### src/rtl/rally_controller.sv
// Game-level sequencer: serve countdown, play, miss and game-over handling.
// Tracks score, lives and ball speed and drives the ball-block restart.
module rally_controller #(
    parameter int LIVES          = 3,
    parameter int SERVE_DELAY    = 60,
    parameter int HITS_PER_LEVEL = 4,
    parameter int SPEED_INIT     = 1,
    parameter int SPEED_MAX      = 8
) (
    input  logic       clk,
    input  logic       reset,
    input  logic       tick,
    input  logic       start,
    input  logic       hit,
    input  logic       oob,
    output logic       ball_rst_n,
    output logic [4:0] speed,
    output logic [7:0] score,
    output logic [1:0] lives,
    output logic [2:0] state,
    output logic       game_over
);

    typedef enum logic [2:0] {
        S_IDLE  = 3'd0,
        S_SERVE = 3'd1,
        S_PLAY  = 3'd2,
        S_MISS  = 3'd3,
        S_OVER  = 3'd4
    } state_t;

    localparam logic [7:0] SERVE_LOAD = 8'(SERVE_DELAY - 1);
    localparam logic [3:0] HIT_LAST   = 4'(HITS_PER_LEVEL - 1);
    localparam logic [4:0] SPD_INIT   = 5'(SPEED_INIT);
    localparam logic [4:0] SPD_MAX    = 5'(SPEED_MAX);
    localparam logic [1:0] LIVES_INIT = 2'(LIVES);

    state_t     state_q;
    logic [7:0] cnt_q;
    logic [3:0] hit_cnt_q;
    logic       hit_q;
    logic [7:0] score_q;
    logic [1:0] lives_q;
    logic [4:0] speed_q;

    // A held hit flag counts only on its rising edge.
    logic hit_evt;
    assign hit_evt = hit & ~hit_q;

    always_ff @(posedge clk) begin
        if (reset) begin
            state_q   <= S_IDLE;
            cnt_q     <= 8'd0;
            hit_cnt_q <= 4'd0;
            hit_q     <= 1'b0;
            score_q   <= 8'd0;
            lives_q   <= LIVES_INIT;
            speed_q   <= SPD_INIT;
        end else begin
            hit_q <= hit;
            case (state_q)
                S_IDLE, S_OVER: begin
                    if (start) begin
                        state_q   <= S_SERVE;
                        cnt_q     <= SERVE_LOAD;
                        score_q   <= 8'd0;
                        lives_q   <= LIVES_INIT;
                        speed_q   <= SPD_INIT;
                        hit_cnt_q <= 4'd0;
                    end
                end
                S_SERVE: begin
                    if (tick) begin
                        if (cnt_q == 8'd0) state_q <= S_PLAY;
                        else               cnt_q   <= cnt_q - 8'd1;
                    end
                end
                S_PLAY: begin
                    // oob wins: a hit arriving with the miss is discarded.
                    if (oob) begin
                        state_q <= S_MISS;
                    end else if (hit_evt) begin
                        if (score_q != 8'hFF) score_q <= score_q + 8'd1;
                        if (hit_cnt_q == HIT_LAST) begin
                            hit_cnt_q <= 4'd0;
                            if (speed_q < SPD_MAX) speed_q <= speed_q + 5'd1;
                        end else begin
                            hit_cnt_q <= hit_cnt_q + 4'd1;
                        end
                    end
                end
                S_MISS: begin
                    lives_q <= lives_q - 2'd1;
                    if (lives_q == 2'd1) begin
                        state_q <= S_OVER;
                    end else begin
                        state_q   <= S_SERVE;
                        cnt_q     <= SERVE_LOAD;
                        speed_q   <= SPD_INIT;
                        hit_cnt_q <= 4'd0;
                    end
                end
                default: state_q <= S_IDLE;
            endcase
        end
    end

    assign state      = state_q;
    assign ball_rst_n = (state_q == S_PLAY);
    assign game_over  = (state_q == S_OVER);
    assign score      = score_q;
    assign lives      = lives_q;
    assign speed      = speed_q;

endmodule
### config.mk
export PLATFORM = sky130hd
export DESIGN_NAME = rally_controller
export DESIGN_NICKNAME = d
export VERILOG_FILES = /design/src/rtl/rally_controller.sv
export SDC_FILE = /design/constraint.sdc
export NUM_CORES = 1
export LEC_CHECK = 0
export CORE_MARGIN = 2
export CORE_UTILIZATION = 50
export DETAILED_ROUTE_END_ITERATION = 7
export PLACE_DENSITY = 0.72
export SLEW_MARGIN = 20
export SYNTH_ARGS = -nofsm -noshare
export SYNTH_HDL_FRONTEND = slang
export SYNTH_SLANG_ARGS = --single-unit
### constraint.sdc
create_clock -name clk -period 2.5 [get_ports clk]
set_input_delay 0.5 -clock clk [delete_from_list [all_inputs] [get_ports clk]]
set_output_delay 0.5 -clock clk [all_outputs]
set_load 0.005 [all_outputs]
# After elaboration in Yosys (flattened, before gate mapping)

Cells that the tools add are included.

Bits in registers: 31
Input bits: 6
Output and inout bits: 20
Logic and storage cells: 77

Add/subtract/negate cells: 5
Magnitude comparators: 1
Equality and inequality tests: 18
Multiplexer cells: 31
Bitwise operators: 2
Reductions and logical operators: 13

Operator list:

| kind                  | number |
|---|---|
| $mux W8               | 8 |
| $mux W5               | 6 |
| $pmux W8 S3           | 1 |
| $mux W4               | 5 |
| $pmux W8 S2           | 1 |
| $mux W3               | 5 |
| $pmux W5 S3           | 1 |
| $reduce_and A5 Y1     | 3 |
| $ne A2 B2 Y1 const B  | 7 |
| $pmux W3 S4           | 1 |
| $pmux W4 S3           | 1 |
| $add A8 B1 Y8 const B | 1 |
| $logic_not A8 Y1      | 1 |
| $ne A2 B1 Y1 const B  | 4 |
| $ne A8 B8 Y1 const B  | 1 |
| $sub A8 B1 Y8 const B | 1 |
| $reduce_and A7 Y1     | 1 |
| $eq A3 B2 Y1 const B  | 2 |
| $reduce_bool A3 Y1    | 2 |
| $add A5 B1 Y5 const B | 1 |
| $lt A5 B4 Y1 const B  | 1 |
| $add A4 B1 Y4 const B | 1 |
| $eq A4 B2 Y1 const B  | 1 |
| $pmux W2 S2           | 1 |
| other kinds (12)      | 13 |

# Logic depth before layout (Yosys ltp)

Word-level depth: 6
Mapped depth: 7
Depth with buffers taken out: 7

# Least setup slack after synthesis

Ideal clock, no wire load.

Path type: reg2reg
Start point: reg cnt_q[0]
End point: reg cnt_q[5]
Library setup time: 116 ps
Data arrival time: 1,481 ps
Required time: 2,384 ps
Path slack: 904 ps
Cell stages (with the launch flop): 8
Buffers on the path: 0
Clock period less this slack: 1,596 ps
Cell sequence: dfxtp_1 > inv_1 > ha_1 > or3b_4 > nor2_8 > a2bb2oi_4 > nand4b_1 > a31o_1

Cells in the longest elaborated chain, start to end: 4
Elaborated cells between the ends (all ways): 7
Those cells by class: 1 x add/sub; 1 x eq/ne; 3 x mux; 2 x reduce/logical

RTL lines:

| item                   | line | text |
|---|---|---|
| from (decl)            | 39   | `logic [7:0] cnt_q;` |
| from (signal assigned) | 75   | `else cnt_q <= cnt_q - 8'd1;` |
| $sub A8 B1 Y8          | 75   |  |
| $mux W8                | 74   | `if (cnt_q == 8'd0) state_q <= S_PLAY;` |
| $mux W8                | 73   | `if (tick) begin` |
| $pmux W8 S3            | 61   | `case (state_q)` |

Parallel ways exist; a longest one is shown, timed or not. The select of a mux whose other input is x is not followed.
A chain may end at the register's enable or synchronous reset.

# Worst setup path in the final report

Start point: reg state_q[2], in the netlist state[2]
End point: out ball_rst_n

Cells in the longest elaborated chain, start to end: 1

RTL lines:

| item                   | line | text |
|---|---|---|
| from (decl)            | 38   | `state_t state_q;` |
| from (signal assigned) | 52   | `state_q <= S_IDLE;` |
| from (signal assigned) | 64   | `state_q <= S_SERVE;` |
| from (signal assigned) | 74   |  |
| $eq A3 B2 Y1           | 109  | `assign ball_rst_n = (state_q == S_PLAY);` |
| to (decl)              | 16   | `output logic ball_rst_n,` |

Every way passes these cells.

==> out/results.ini <==
[run_status]
run_status = completed

[setup_path]
timing.critical_path.buf_inv = 2
crit_path_slowest_cell = sky130_fd_sc_hd__clkdlybuf4s50_1
cp-start-kind = flip-flop
rrSetupSlack_ps = 540
worst_ep_required_time_ps = 2000
worst_path_dominant_cell_family = buffers and inverters
timing.reg2reg.worst_path_depth = 7
crit_type = reg -> out
r2r-end = score[7]$_SDFFE_PP0P_
cp_arrival_ps = 1850
critical_path_peak_fanout = 8
regToRegStartpoint = state[2]$_SDFFE_PP0P_
critical_path.endpoint_type = primary output
critical-path-max-stage-delay_ps = 500
timing.critical_path.cells = nor2b_2, nand2b_1, inv_2, clkdlybuf4s50_1

[synth]
flip_flop_and_latch_count_after_synthesis = 31
synth-edff-count = 0
yosys_warnings = 0
synth_common_cells = sky130_fd_sc_hd__dfxtp_1 (31), sky130_fd_sc_hd__nor2_1 (21), sky130_fd_sc_hd__a21oi_1 (20)
proportion_of_netlist_area_held_by_the_largest_area_contributor_pct = 35.73
synth_async_sr_flop_share_pct = 0
yosys.cell_count.top_type = sky130_fd_sc_hd__dfxtp_1
mappedNetlistNets = 217
synth-seq-area-share_pct = 35.73
synth_top_cell_by_area = sky130_fd_sc_hd__dfxtp_1
ys_types = 55
syn_area_um2 = 1737
syn_avg_cell_area_um2 = 8.472
synth_flop_cell = sky130_fd_sc_hd__dfxtp_1
syn_inst = 205
synthTopCellsByArea = sky130_fd_sc_hd__dfxtp_1 (36%), sky130_fd_sc_hd__a21oi_1 (5.8%), sky130_fd_sc_hd__nor2_1 (4.5%)

[floorplanning]
floorplan.die.height_um = 62.94
initial_core_util_pct = 52.04
io_pins = 26
design.die.area_um2 = 3961
die_width_um = 62.94
core_region_area_um2 = 3337
rows = 21

[sta]
setup_viol = 0
achievable-frequency_mhz = 424.6
finalMaxSlewViolations = 0
final.setup_skew_ps = 8.044
hold_viol = 0
worst_pin_slew_ps = 419.6
finalSetupTns_ps = 0
grt_setup_unrepaired = no
timing.max_slew.rel_slack_pct = 72.00
final.period_utilization_pct = 94.20
timing.final.crit_period_ps = 2355
timing.hold.ws_ps = 490.8
post-route-worst-setup-slack_ps = 145.1

[global_routing]
global_route.overflow_total = 0
grt_pass1_wl_um = 7051
groute.usage.overall_pct = 22.04
grt_start_max_net_pins = 21
antenna_found_initial = 0
vias_in_the_first_global_route = 1562

[cells_and_area]
layout.area.seq_um2 = 620.6
layout-drive-gt1-share_pct = 11.72
multi_input_combinational_cell_area_um2 = 1057
postLayoutCoreUtil_pct = 64.57
fill_cells = 298
area_growth_syn_to_layout_pct = 24.06
n_antenna_cell = 0
finish.cell_count_without_fillers = 285
finish.net_count = 250

[power]
p_seq_share_pct = 44.6
power.density_cell_area_nw_per_um2 = 559.3
p_leak_nw = 0.8176
switching_share_pct = 29.00
p_int_w = 0.0008556
pwr-share-clk_pct = 35.3
power.share.combinational_pct = 20.1
switchingPower_w = 0.0003495
max_vdd_drop_v = 0.0003470

[worst_hold_path]
hold_path_end = hit_cnt_q[1]$_SDFFE_PP0P_
hold_depth = 2
worst_hold_path_type = reg -> reg
worst_hold_startpoint = hit_cnt_q[1]$_SDFFE_PP0P_

[clock_tree]
clkLatencyLatePin_ps = 340
clockBufferDepth = 2
cts_tree = built
clkSinkCount = 31
holdBufCountCts = 0
cts.reportedPaths.clkPinSlew_ps = 110
clock-root-buffer = sky130_fd_sc_hd__clkbuf_4
htreeDepth = 2
cts_made_buffers = 5

[run]
drv_cap = 0

[placed_design]
globalplace.congestion = 0.8647
dpl.cell_count = 277
numPortBuffers = 25
dpl.hpwl_um = 2940
dpl_worst_slack_ps = 359.9

[routing]
dr_total_vias = 1650
drt_drc_violations_left = 0
drt_pass1_iterations = 5
drt_iter0_drc = 107
ant_nets = 0
wire_per_inst_um = 14.53
drt-total-wl_um = 4142
route.detailed.vias_per_inst = 5.789

## state kept, by name, summed over array words and instances (netlist names)
signal	flops
cnt_q	8
lives	2
hit_cnt_q	4
state	3
hit_q	1
speed	5
score	8
## through the flow
stage / power (W) / instance area, um2
final: 0.001205 / 2155
after global placement: 0.0007809 / 2066
after floorplan: 0.0007259 / 1737
after global routing: 0.001257 / 2155
after CTS: 0.001207 / 2152
after detailed placement: 0.0007882 / 2066
## per-layer routing
metal | global-route usage (%) | up-vias | wire length, um
met1 | 27.88 | 776 | 1921
met5 | 0 | - | 0
met3 | 4.505 | 5 | 190
met2 | 36.70 | 38 | 1979
li1 | - | 831 | -
met4 | 8.333 | 0 | 51
## repair_timing
item	CTS	global route
setup buffers	0	0
gates resized for setup	0	1
setup endpoints to repair	0	1
## cells by family after synthesis
family	Yosys count	share of synthesized area (%)
simple gates	87	30.33
flops	31	35.74
xor+xnor	2	1.009
buf+inv	15	3.530
fa+ha+maj	6	4.323
mux	1	0.5764
compound gates	63	24.50
## worst min-delay path, delay by kind of cell, from the launching register on
kind | cells | cell delay [ps]
and+or+nand+nor | 1 | 60
DFF | 1 | 340
AOI/OAI and AO/OA | 1 | 50
## power groups by stage
stage                     clock network (W)  registers (W)  logic, W
final                              0.000425       0.000538  0.000242
after global routing               0.000450       0.000542  0.000265
after CTS                          0.000428       0.000538  0.000242
after detailed placement                  0       0.000548  0.000240
after global placement                    0       0.000548  0.000233
after floorplan                           0       0.000546  0.000180
## cell usage in the layout, fill, tap and decap left out, types with 2 or more instances in the layout
cell / synthesis / final
sky130_fd_sc_hd__nand2b_1: 6 / 6
sky130_fd_sc_hd__nor2b_1: 6 / 5
sky130_fd_sc_hd__xor2_1: 2 / 2
sky130_fd_sc_hd__a31oi_1: 10 / 10
sky130_fd_sc_hd__o211a_1: 2 / 2
sky130_fd_sc_hd__a31o_1: 2 / 2
sky130_fd_sc_hd__nor2_1: 21 / 21
sky130_fd_sc_hd__nor4_1: 2 / 2
sky130_fd_sc_hd__and3_1: 3 / 3
sky130_fd_sc_hd__nand4_1: 2 / 2
sky130_fd_sc_hd__o211ai_1: 2 / 2
sky130_fd_sc_hd__dfxtp_1: 31 / 31
sky130_fd_sc_hd__o21ai_0: 5 / 5
sky130_fd_sc_hd__nand2_1: 13 / 13
sky130_fd_sc_hd__a21oi_1: 20 / 20
sky130_fd_sc_hd__and4_1: 2 / 2
sky130_fd_sc_hd__buf_4: 1 / 6
sky130_fd_sc_hd__clkdlybuf4s50_1: 0 / 25
sky130_fd_sc_hd__inv_1: 8 / 8
sky130_fd_sc_hd__ha_1: 6 / 6
sky130_fd_sc_hd__nand3_1: 7 / 7
sky130_fd_sc_hd__a211oi_1: 2 / 2
sky130_fd_sc_hd__nand4b_1: 4 / 4
sky130_fd_sc_hd__nor3_1: 7 / 7
sky130_fd_sc_hd__or3_1: 2 / 2
sky130_fd_sc_hd__inv_2: 2 / 2
sky130_fd_sc_hd__clkbuf_4: 0 / 5
sky130_fd_sc_hd__o21ai_1: 5 / 5
sky130_fd_sc_hd__a211o_1: 3 / 3
## how the worst max path moves through the flow
stage | slack [ps] | from | to | cells past startpoint
6_report | 150 | state[2]$_SDFFE_PP0P_ | ball_rst_n | 4
5_1_grt | 30 | state[2]$_SDFFE_PP0P_ | ball_rst_n | 4
4_1_cts | 50 | state[2]$_SDFFE_PP0P_ | ball_rst_n | 4
3_5_place_dp | 360 | start | cnt_q[5]$_SDFFE_PP0P_ | 6
3_3_place_gp | 400 | reset | score[3]$_SDFFE_PP0P_ | 6
2_1_floorplan | 900 | cnt_q[0]$_SDFFE_PP0P_ | cnt_q[5]$_SDFFE_PP0P_ | 7
## final cells by class
cell class	instances	share of cell area, %
Clock inverter	2	1.626
Tap cell	46	2.671
Clock buffer	6	2.381
Timing Repair Buffer	31	13.70
Sequential cell	31	28.80
Inverter	10	1.742
Multi-Input combinational cell	159	49.07
Power figures use the tool's default switching activity.
